<file path="src/rtl/inst_fetch_queue.sv">
`default_nettype none
// ============================================================================
//  Module      : inst_fetch_queue
//  Description : Instruction fetch front-end. Holds the fetch PC, issues
//                sequential reads to instruction memory, buffers returned
//                words with their PC in a prefetch FIFO and presents the
//                head to decode. Supports jump redirect/flush and
//                end-of-program halt.
//                Optional macro FETCH_PERF_CNT_EN adds the perf_stall and
//                perf_flush saturating counters.
//  Revision    : 1.0 - initial release
// ============================================================================
module inst_fetch_queue #(
    parameter int         DEPTH    = 4,
    parameter logic [7:0] RESET_PC = 8'h00,
    parameter logic [3:0] EOP_OPC  = 4'hF
) (
    input  logic        clk,
    input  logic        rst_n,
    output logic        imem_req,
    output logic [7:0]  imem_addr,
    input  logic [15:0] imem_rdata,
    input  logic        imem_rvalid,
    input  logic        jmp,
    input  logic [7:0]  jmp_tgt,
    output logic        inst_valid,
    input  logic        inst_ready,
    output logic [15:0] inst_in,
    output logic [7:0]  pc_out,
    output logic        eop,
    output logic        halted
`ifdef FETCH_PERF_CNT_EN
    ,
    output logic [15:0] perf_stall,
    output logic [15:0] perf_flush
`endif
);

    localparam int              c_AW       = $clog2(DEPTH);
    localparam logic [c_AW:0]   c_DEPTH    = (c_AW+1)'(DEPTH);
    localparam logic [c_AW:0]   c_CNT_ONE  = (c_AW+1)'(1);
    localparam logic [c_AW-1:0] c_PTR_ONE  = c_AW'(1);
    localparam logic [0:0]      c_ST_RUN   = 1'b0;
    localparam logic [0:0]      c_ST_HALT  = 1'b1;

    logic [0:0]      r_state;
    logic            r_run_en;       // low for the first cycle after reset release
    logic [7:0]      r_fetch_pc;
    logic [7:0]      r_issued_pc;    // PC of the read whose data returns this cycle
    logic            r_outstanding;
    logic [23:0]     r_mem [DEPTH];  // {inst[15:0], pc[7:0]}
    logic [c_AW-1:0] r_rd_ptr;
    logic [c_AW-1:0] r_wr_ptr;
    logic [c_AW:0]   r_count;

    logic            w_push;
    logic            w_pop;
    logic            w_eop_push;
    logic            w_room;
    logic [23:0]     w_head;

    // Return data only counts if a read was really outstanding; a jump in the
    // same cycle discards it (this also covers stray rvalid right after reset).
    assign w_push     = imem_rvalid && r_outstanding && !jmp;
    assign w_eop_push = w_push && (imem_rdata[15:12] == EOP_OPC);
    assign w_pop      = inst_valid && inst_ready;
    assign w_room     = ({1'b0, r_count} + {{(c_AW+1){1'b0}}, r_outstanding}) < {1'b0, c_DEPTH};
    assign w_head     = r_mem[r_rd_ptr];

    // The EOP word blocks the request in its own arrival cycle so nothing
    // behind it is ever fetched.
    assign imem_req   = r_run_en && (r_state == c_ST_RUN) && !jmp && w_room && !w_eop_push;
    assign imem_addr  = r_fetch_pc;
    assign inst_valid = (r_count != '0);
    assign inst_in    = inst_valid ? w_head[23:8] : 16'h0000;
    assign pc_out     = inst_valid ? w_head[7:0]  : 8'h00;
    assign eop        = w_pop && (w_head[23:20] == EOP_OPC);
    assign halted     = (r_state == c_ST_HALT);

    // FIFO storage: data needs no reset since the head is gated by inst_valid.
    always_ff @(posedge clk) begin
        if (w_push) begin
            r_mem[r_wr_ptr] <= {imem_rdata, r_issued_pc};
        end
    end

    // Fetch PC, in-flight tracking, FIFO pointers and run/halt state.
    always_ff @(posedge clk or negedge rst_n) begin
        if (!rst_n) begin
            r_state       <= c_ST_RUN;
            r_run_en      <= 1'b0;
            r_fetch_pc    <= RESET_PC;
            r_issued_pc   <= RESET_PC;
            r_outstanding <= 1'b0;
            r_rd_ptr      <= '0;
            r_wr_ptr      <= '0;
            r_count       <= '0;
        end else begin
            r_run_en      <= 1'b1;
            r_outstanding <= imem_req;
            if (jmp) begin
                r_state    <= c_ST_RUN;
                r_fetch_pc <= jmp_tgt;
                r_rd_ptr   <= '0;
                r_wr_ptr   <= '0;
                r_count    <= '0;
            end else begin
                if (imem_req) begin
                    r_fetch_pc  <= r_fetch_pc + 8'd1;
                    r_issued_pc <= r_fetch_pc;
                end
                if (w_eop_push) begin
                    r_state <= c_ST_HALT;
                end
                if (w_push) begin
                    r_wr_ptr <= r_wr_ptr + c_PTR_ONE;
                end
                if (w_pop) begin
                    r_rd_ptr <= r_rd_ptr + c_PTR_ONE;
                end
                unique case ({w_push, w_pop})
                    2'b10:   r_count <= r_count + c_CNT_ONE;
                    2'b01:   r_count <= r_count - c_CNT_ONE;
                    default: r_count <= r_count;
                endcase
            end
        end
    end

`ifdef FETCH_PERF_CNT_EN
    // Saturating counters for decode stall cycles and redirect events.
    always_ff @(posedge clk or negedge rst_n) begin
        if (!rst_n) begin
            perf_stall <= 16'h0000;
            perf_flush <= 16'h0000;
        end else begin
            if (inst_valid && !inst_ready && (perf_stall != 16'hFFFF)) begin
                perf_stall <= perf_stall + 16'd1;
            end
            if (jmp && (perf_flush != 16'hFFFF)) begin
                perf_flush <= perf_flush + 16'd1;
            end
        end
    end
`endif

    // The issue throttle reserves a slot for every read in flight, so an
    // enqueue into a full FIFO can never happen.
    a_no_overflow: assert property (@(posedge clk) disable iff (!rst_n)
        !(w_push && (r_count == c_DEPTH)));

endmodule
`default_nettype wire
</file>
<file path="config.mk">
export PLATFORM = sky130hd
export DESIGN_NAME = inst_fetch_queue
export DESIGN_NICKNAME = d
export VERILOG_FILES = /design/src/rtl/inst_fetch_queue.sv
export SDC_FILE = /design/constraint.sdc
export NUM_CORES = 1
export LEC_CHECK = 0
export BUFFER_PORTS_ARGS = -buffer_cell sky130_fd_sc_hd__buf_2
export CAP_MARGIN = 20
export CORE_MARGIN = 8
export CORE_UTILIZATION = 42
export DETAILED_ROUTE_END_ITERATION = 12
export REMOVE_ABC_BUFFERS = 1
export SKIP_CTS_REPAIR_TIMING = 1
export SLEW_MARGIN = 0
export SYNTH_ARGS = -nofsm -noshare
export SYNTH_HDL_FRONTEND = slang
export SYNTH_SLANG_ARGS = --single-unit
</file>
<file path="constraint.sdc">
create_clock -name clk -period 2.75 [get_ports clk]
set_clock_uncertainty 0.15 [all_clocks]
set_input_delay 0.275 -clock clk [delete_from_list [all_inputs] [get_ports clk]]
set_output_delay 0.275 -clock clk [all_outputs]
set_load 0.1 [all_outputs]
</file>
==> metrics.md, run 1 <==
| Metric | Value |
|---|---|
| Status | finished clean |
| Num CTS Buffers | 17 |
| CTS tree | done |
| Top-count cell post-synth | edfxtp_1 |
| Die area | 15800 um^2 |
| Core box area | 11900 um^2 |
| Detailed placement HPWL | 6320 um |
| Vias/cell | 5.17 |
| Crit end category | primary output |
| Cell at the slowest stage of the critical path | or3_2 |
| Initial antenna violation count | 0 |
| Post-synthesis sequential area ratio | 69.8% |
| CTS Buffer Depth | 2 |
| Pwr Density | 1080 nW/um^2 |
| CP Cell Sequence | or3_2 > and2_1 > buf_2 |
| Main synth FF type | edfxtp_1 |
| Setup violations, final | 0 |
| Leakage | 2.35 nW |
| Place WS | 431 ps |
| Tot Pwr | 6.88 mW |
| Hold WS | 146 ps |
| GP Congestion | 0.757 |
| CTS sink cnt | 122 |
| Initial Util | 42.5% |
| Skew-Pair Late Insertion Delay | 410 ps |
| Slack of the critical path | 171 ps |
| Crit path time final | 2580 ps |
| Final nets | 432 |
| Drt initial violations | 226 |
| Final Hold Viols | 0 |
| Vias in the first global route | 3039 |
| Drc violations | 0 |
| PortBufs | 64 |
| Final wirelength | 9940 um |
| CP Max Fanout | 26 |
| Min-delay worst type | input pin to register |
| Post-synth EDFFs | 96 |
| Top cells by area, synth | edfxtp_1 (57%), dfrtp_1 (13%), mux4_2 (11%) |
| Rows | 40 |
| Post-synth cell types | 43 |
| Fin Setup TNS | 0 ps |
| VDD IR max | 0.000466 V |
| Synth area leader | edfxtp_1 |
| Vias | 2877 |
| Root Buffer | clkbuf_16 |
| Slew @ Worst Pin | 594 ps |
| Chip Height | 126 um |
| Antenna diode count | 0 |
| Top Family by Delay on Critical Path | simple AND/OR/NAND/NOR gates |
| Pre-antenna DRT Iters | 4 |
| GR Util All Layers | 13.1% |
| Clock slew at reported path FFs | 50 ps |
| Post-route insts no fill | 557 |
| Commonest cells in the netlist | edfxtp_1 (96), and2_1 (32), dfrtp_1 (26) |
| Post-Place Cells | 500 |
| Fraction of layout cells with a size suffix above 1 | 33.4% |
| Flop and latch count out of synthesis | 122 |
| Max Cap Viol | 0 |
| Area Overhead vs Synth | 25.4% |
| Post-DRT Antenna Nets | 0 |
| Die X | 126 um |
| CTS HTree Levels | 4 |
| Crit path DAT | 2150 ps |
| IO Count | 65 |
| Tcrit/Tclk final | 93.8% |
| CP Launch Type | register |
| Worst path bufs/invs | 1 |
| Grt ovf | 0 |
| Share of the synthesized area in the top cell type | 57.0% |
| Critical Path Max Stage Delay | 740 ps |
| Mapped Area | 5060 um^2 |
| First-pass GRT wire length | 15800 um |
| Unrepaired setup endpoints after global routing | no |
| Average size of a mapped cell | 17.3 um^2 |
| Fmax achieved | 388 MHz |
| Slew margin rel. | 60.4% |
| Mapped Cells | 293 |
| Final Max Tran Viols | 0 |
| Yosys warns | 0 |
| Critical path required time | 2330 ps |
| Share of flip-flops with an asynchronous set or reset | 21.3% |
| Largest net degree at the start of global routing | 27 |
| WS Path Type | register to primary output |
| DR WL/cell | 17.8 um |
## registers in the layout, summed over array words and instances (netlist names)
register,flops
r_mem,96
imem_addr,8
r_issued_pc,8
r_count,3
r_rd_ptr,2
r_wr_ptr,2
halted,1
r_outstanding,1
r_run_en,1
## worst min-delay path, stage by stage
cell	delay (ps)
buf_2	80
nand2_1	140
nand2_1	110
a21oi_1	60
## logic make-up (layout without fill, tap and decap cells)
| family | after synthesis | in the layout | synth area share (%) |
|---|---|---|---|
| AO/OA/AOI/OAI | 26 | 26 | 4.03 |
| adder cells (fa/ha/maj) | 6 | 6 | 1.63 |
| flip-flops | 122 | 122 | 69.8 |
| XOR/XNOR | 4 | 4 | 0.692 |
| AND/OR/NAND/NOR | 83 | 83 | 9.15 |
| other | 1 | 1 | 0.0741 |
| buffers and inverters | 18 | 135 | 1.95 |
| multiplexers | 33 | 33 | 12.7 |
## final timing paths
kind / startpoint / to / slack [ps] / cells past startpoint
worst min register to register: r_issued_pc[5] / r_mem[2][5] / 370 / 0
worst min-delay path: imem_rvalid / r_wr_ptr[1] / 150 / 4
worst max-delay path: r_count[1] / pc_out[3] / 170 / 3
min in group asynchronous: rst_n / imem_addr[5] / 260 / 2
max in group asynchronous: rst_n / r_rd_ptr[0] / 1760 / 2
worst max register to register: r_count[1] / r_count[2] / 450 / 6
## cells in the final DEF, fill, tap and decap left out, drive strengths merged, types with 2 or more instances in the layout
| master | n |
|---|---|
| a21oi | 3 |
| a221o | 2 |
| and2 | 32 |
| and3 | 2 |
| buf | 75 |
| clkbuf | 20 |
| clkinv | 11 |
| dfrtp | 26 |
| dlygate4sd3 | 25 |
| edfxtp | 96 |
| ha | 5 |
| inv | 3 |
| mux2 | 8 |
| mux4 | 24 |
| nand2 | 10 |
| nand2b | 7 |
| nand3 | 5 |
| nand4 | 3 |
| nor2 | 14 |
| nor3 | 5 |
| o211ai | 10 |
| o21a | 3 |
| o21ai | 2 |
| xnor2 | 2 |
| xor2 | 2 |
## through the flow
step                util [%]  area [um^2]
floorplan                  -         4970
global placement        47.0         5600
detailed placement      47.0         5600
CTS                     51.2         6100
global route            53.3         6350
finish                  53.3         6350
## layout make-up
cell class	count	area [um^2]
inverters	3	11.3
flip-flops and latches	122	3530
well taps	147	184
clock inverters	12	58.8
repair buffers	100	693
clock buffers	20	437
multi-input cells	153	1430
fillers	978	5560
## report_power, final
| group | internal (mW) | switching (mW) | total, mW |
|---|---|---|---|
| Clock | 1.12 | 0.726 | 1.85 |
| Combinational | 0.650 | 2.05 | 2.70 |
| Sequential | 2.17 | 0.169 | 2.34 |
| Total | 3.94 | 2.95 | 6.88 |
## layer usage
layer,global-route usage [%],share of wire [%]
met1,15.7,46
met2,20.9,48
met3,5.23,5.0
met4,5.10,1.2
met5,0,0
Power figures use the tool's default switching activity.
==> run 2: changes to the inputs <==
--- a/config.mk
+++ b/config.mk
@@ -6,7 +6,6 @@
 export NUM_CORES = 1
 export LEC_CHECK = 0
 export BUFFER_PORTS_ARGS = -buffer_cell sky130_fd_sc_hd__buf_2
-export CAP_MARGIN = 20
 export CORE_MARGIN = 8
 export CORE_UTILIZATION = 42
 export DETAILED_ROUTE_END_ITERATION = 12
==> constraint.sdc (replaced) <==
create_clock -name clk -period 2.75 [get_ports clk]
set_clock_uncertainty 0.15 [all_clocks]
set_input_delay 0.275 -clock clk [delete_from_list [all_inputs] [get_ports clk]]
set_output_delay 0.275 -clock clk [all_outputs]
set_load 0.01 [all_outputs]
==> metrics.md, run 2 (synthesized netlist as in run 1, its figures left out) <==
| Metric | Value |
|---|---|
| Status | finished clean |
| Die X | 126 um |
| Final nets | 430 |
| Fraction of layout cells with a size suffix above 1 | 33.3% |
| Skew-Pair Late Insertion Delay | 400 ps |
| CTS Buffer Depth | 2 |
| Clock slew at reported path FFs | 50 ps |
| Drt initial violations | 226 |
| Vias in the first global route | 3052 |
| Fmax achieved | 401 MHz |
| Num CTS Buffers | 17 |
| Register Area | 3530 um^2 |
| Filler cells | 941 |
| Drc violations | 0 |
| Rows | 40 |
| Leakage | 2.39 nW |
| Multi-input logic area | 1430 um^2 |
| Grt ovf | 0 |
| Root Buffer | clkbuf_16 |
| Chip Height | 126 um |
| CP Cell Sequence | buf_4 > mux4_2 > and2_1 > buf_2 |
| Vias | 2851 |
| Final wirelength | 9810 um |
| Crit end category | primary output |
| VDD IR max | 0.000407 V |
| Pre-antenna DRT Iters | 4 |
| GR Util All Layers | 12.8% |
| PortBufs | 64 |
| Slew margin rel. | 48.0% |
| Critical Path Max Stage Delay | 540 ps |
| Vias/cell | 5.14 |
| Final Max Tran Viols | 0 |
| Min-delay worst type | input pin to register |
| Largest net degree at the start of global routing | 27 |
| Slew @ Worst Pin | 779 ps |
| Fin Setup TNS | 0 ps |
| CTS sink cnt | 122 |
| CTS tree | done |
| IO Count | 65 |
| Most frequent cells in the layout | edfxtp_1 (96), buf_2 (64), and2_1 (32) |
| Final Hold Viols | 0 |
| Register with the most flip-flops | r_mem |
| Area Overhead vs Synth | 26.8% |
| Crit path time final | 2490 ps |
| Critical path required time | 2330 ps |
| WS Path Type | register to primary output |
| Crit path DAT | 2070 ps |
| Most common cell after layout, fill and taps aside | edfxtp_1 |
| Core box area | 11900 um^2 |
| CP Launch Type | register |
| Flip-flop count of the largest register after layout | 96 |
| Setup violations, final | 0 |
| Tcrit/Tclk final | 90.6% |
| Detailed placement HPWL | 6120 um |
| FF-to-FF path depth | 6 |
| DR WL/cell | 17.7 um |
| GP Congestion | 0.733 |
| CP Max Fanout | 11 |
| Antenna diode count | 0 |
| Post-DRT Antenna Nets | 0 |
| Hold Path Depth | 2 |
| Initial Util | 42.5% |
| Initial antenna violation count | 0 |
| Die area | 15800 um^2 |
| CTS HTree Levels | 4 |
| Cell at the slowest stage of the critical path | mux4_2 |
| Max Cap Viol | 0 |
| First-pass GRT wire length | 15800 um |
| Post-layout util | 53.9% |
| Unrepaired setup endpoints after global routing | no |
| Pwr Density | 905 nW/um^2 |
-- run 2: worst paths after layout --
kind,slack [ps],to,start
worst min-delay path,30,r_count[0],jmp
worst max-delay path,260,inst_in[4],r_rd_ptr[0]
worst min register to register,370,r_mem[2][4],r_issued_pc[4]
max in group asynchronous,1750,r_rd_ptr[0],rst_n
min in group asynchronous,260,imem_addr[6],rst_n
worst max register to register,450,r_count[2],r_count[1]
-- run 2: metrics by stage --
stage / hold slack, ps / setup WS, ps / power, mW / cell area [um^2] / cells
final: 32.0 / 258 / 5.81 / 6420 / 555
after global routing: 20.3 / 99.6 / 6.09 / 6420 / 555
after CTS: -263 / 172 / 5.87 / 6170 / 530
after detailed placement: 169 / 451 / 3.59 / 5560 / 498
after global placement: 164 / 531 / 3.55 / 5560 / 498
after floorplan: -171 / 353 / 3.08 / 4970 / 278
-- run 2: layout make-up --
cell class	instances	share of cell area (%)
flip-flops and latches	122	55.1
inverters	3	0.175
clock buffers	20	6.80
well taps	147	2.87
repair buffers	98	10.1
multi-input cells	153	22.3
clock inverters	12	2.69
-- run 2: critical path, delay by kind of cell (launching register included) --
family | cells | cell delay, ps
multiplexers | 1 | 540
AND/OR/NAND/NOR | 1 | 160
buffers and inverters | 2 | 440
flip-flops | 1 | 510
-- run 2: routing by layer --
metal | track usage [%] | vias up | wire [um]
met5 | 0 | - | 0
li1 | - | 1338 | -
met1 | 15.9 | 1433 | 4540
met2 | 20.1 | 69 | 4720
met4 | 5.02 | 0 | 85
met3 | 4.56 | 11 | 469
-- run 2: power breakdown --
group	switching [mW]	total (mW)	leakage (nW)	internal, mW
Sequential	0.167	2.33	1.19	2.16
Combinational	0.591	1.20	0.900	0.609
Clock	0.763	2.28	0.296	1.51
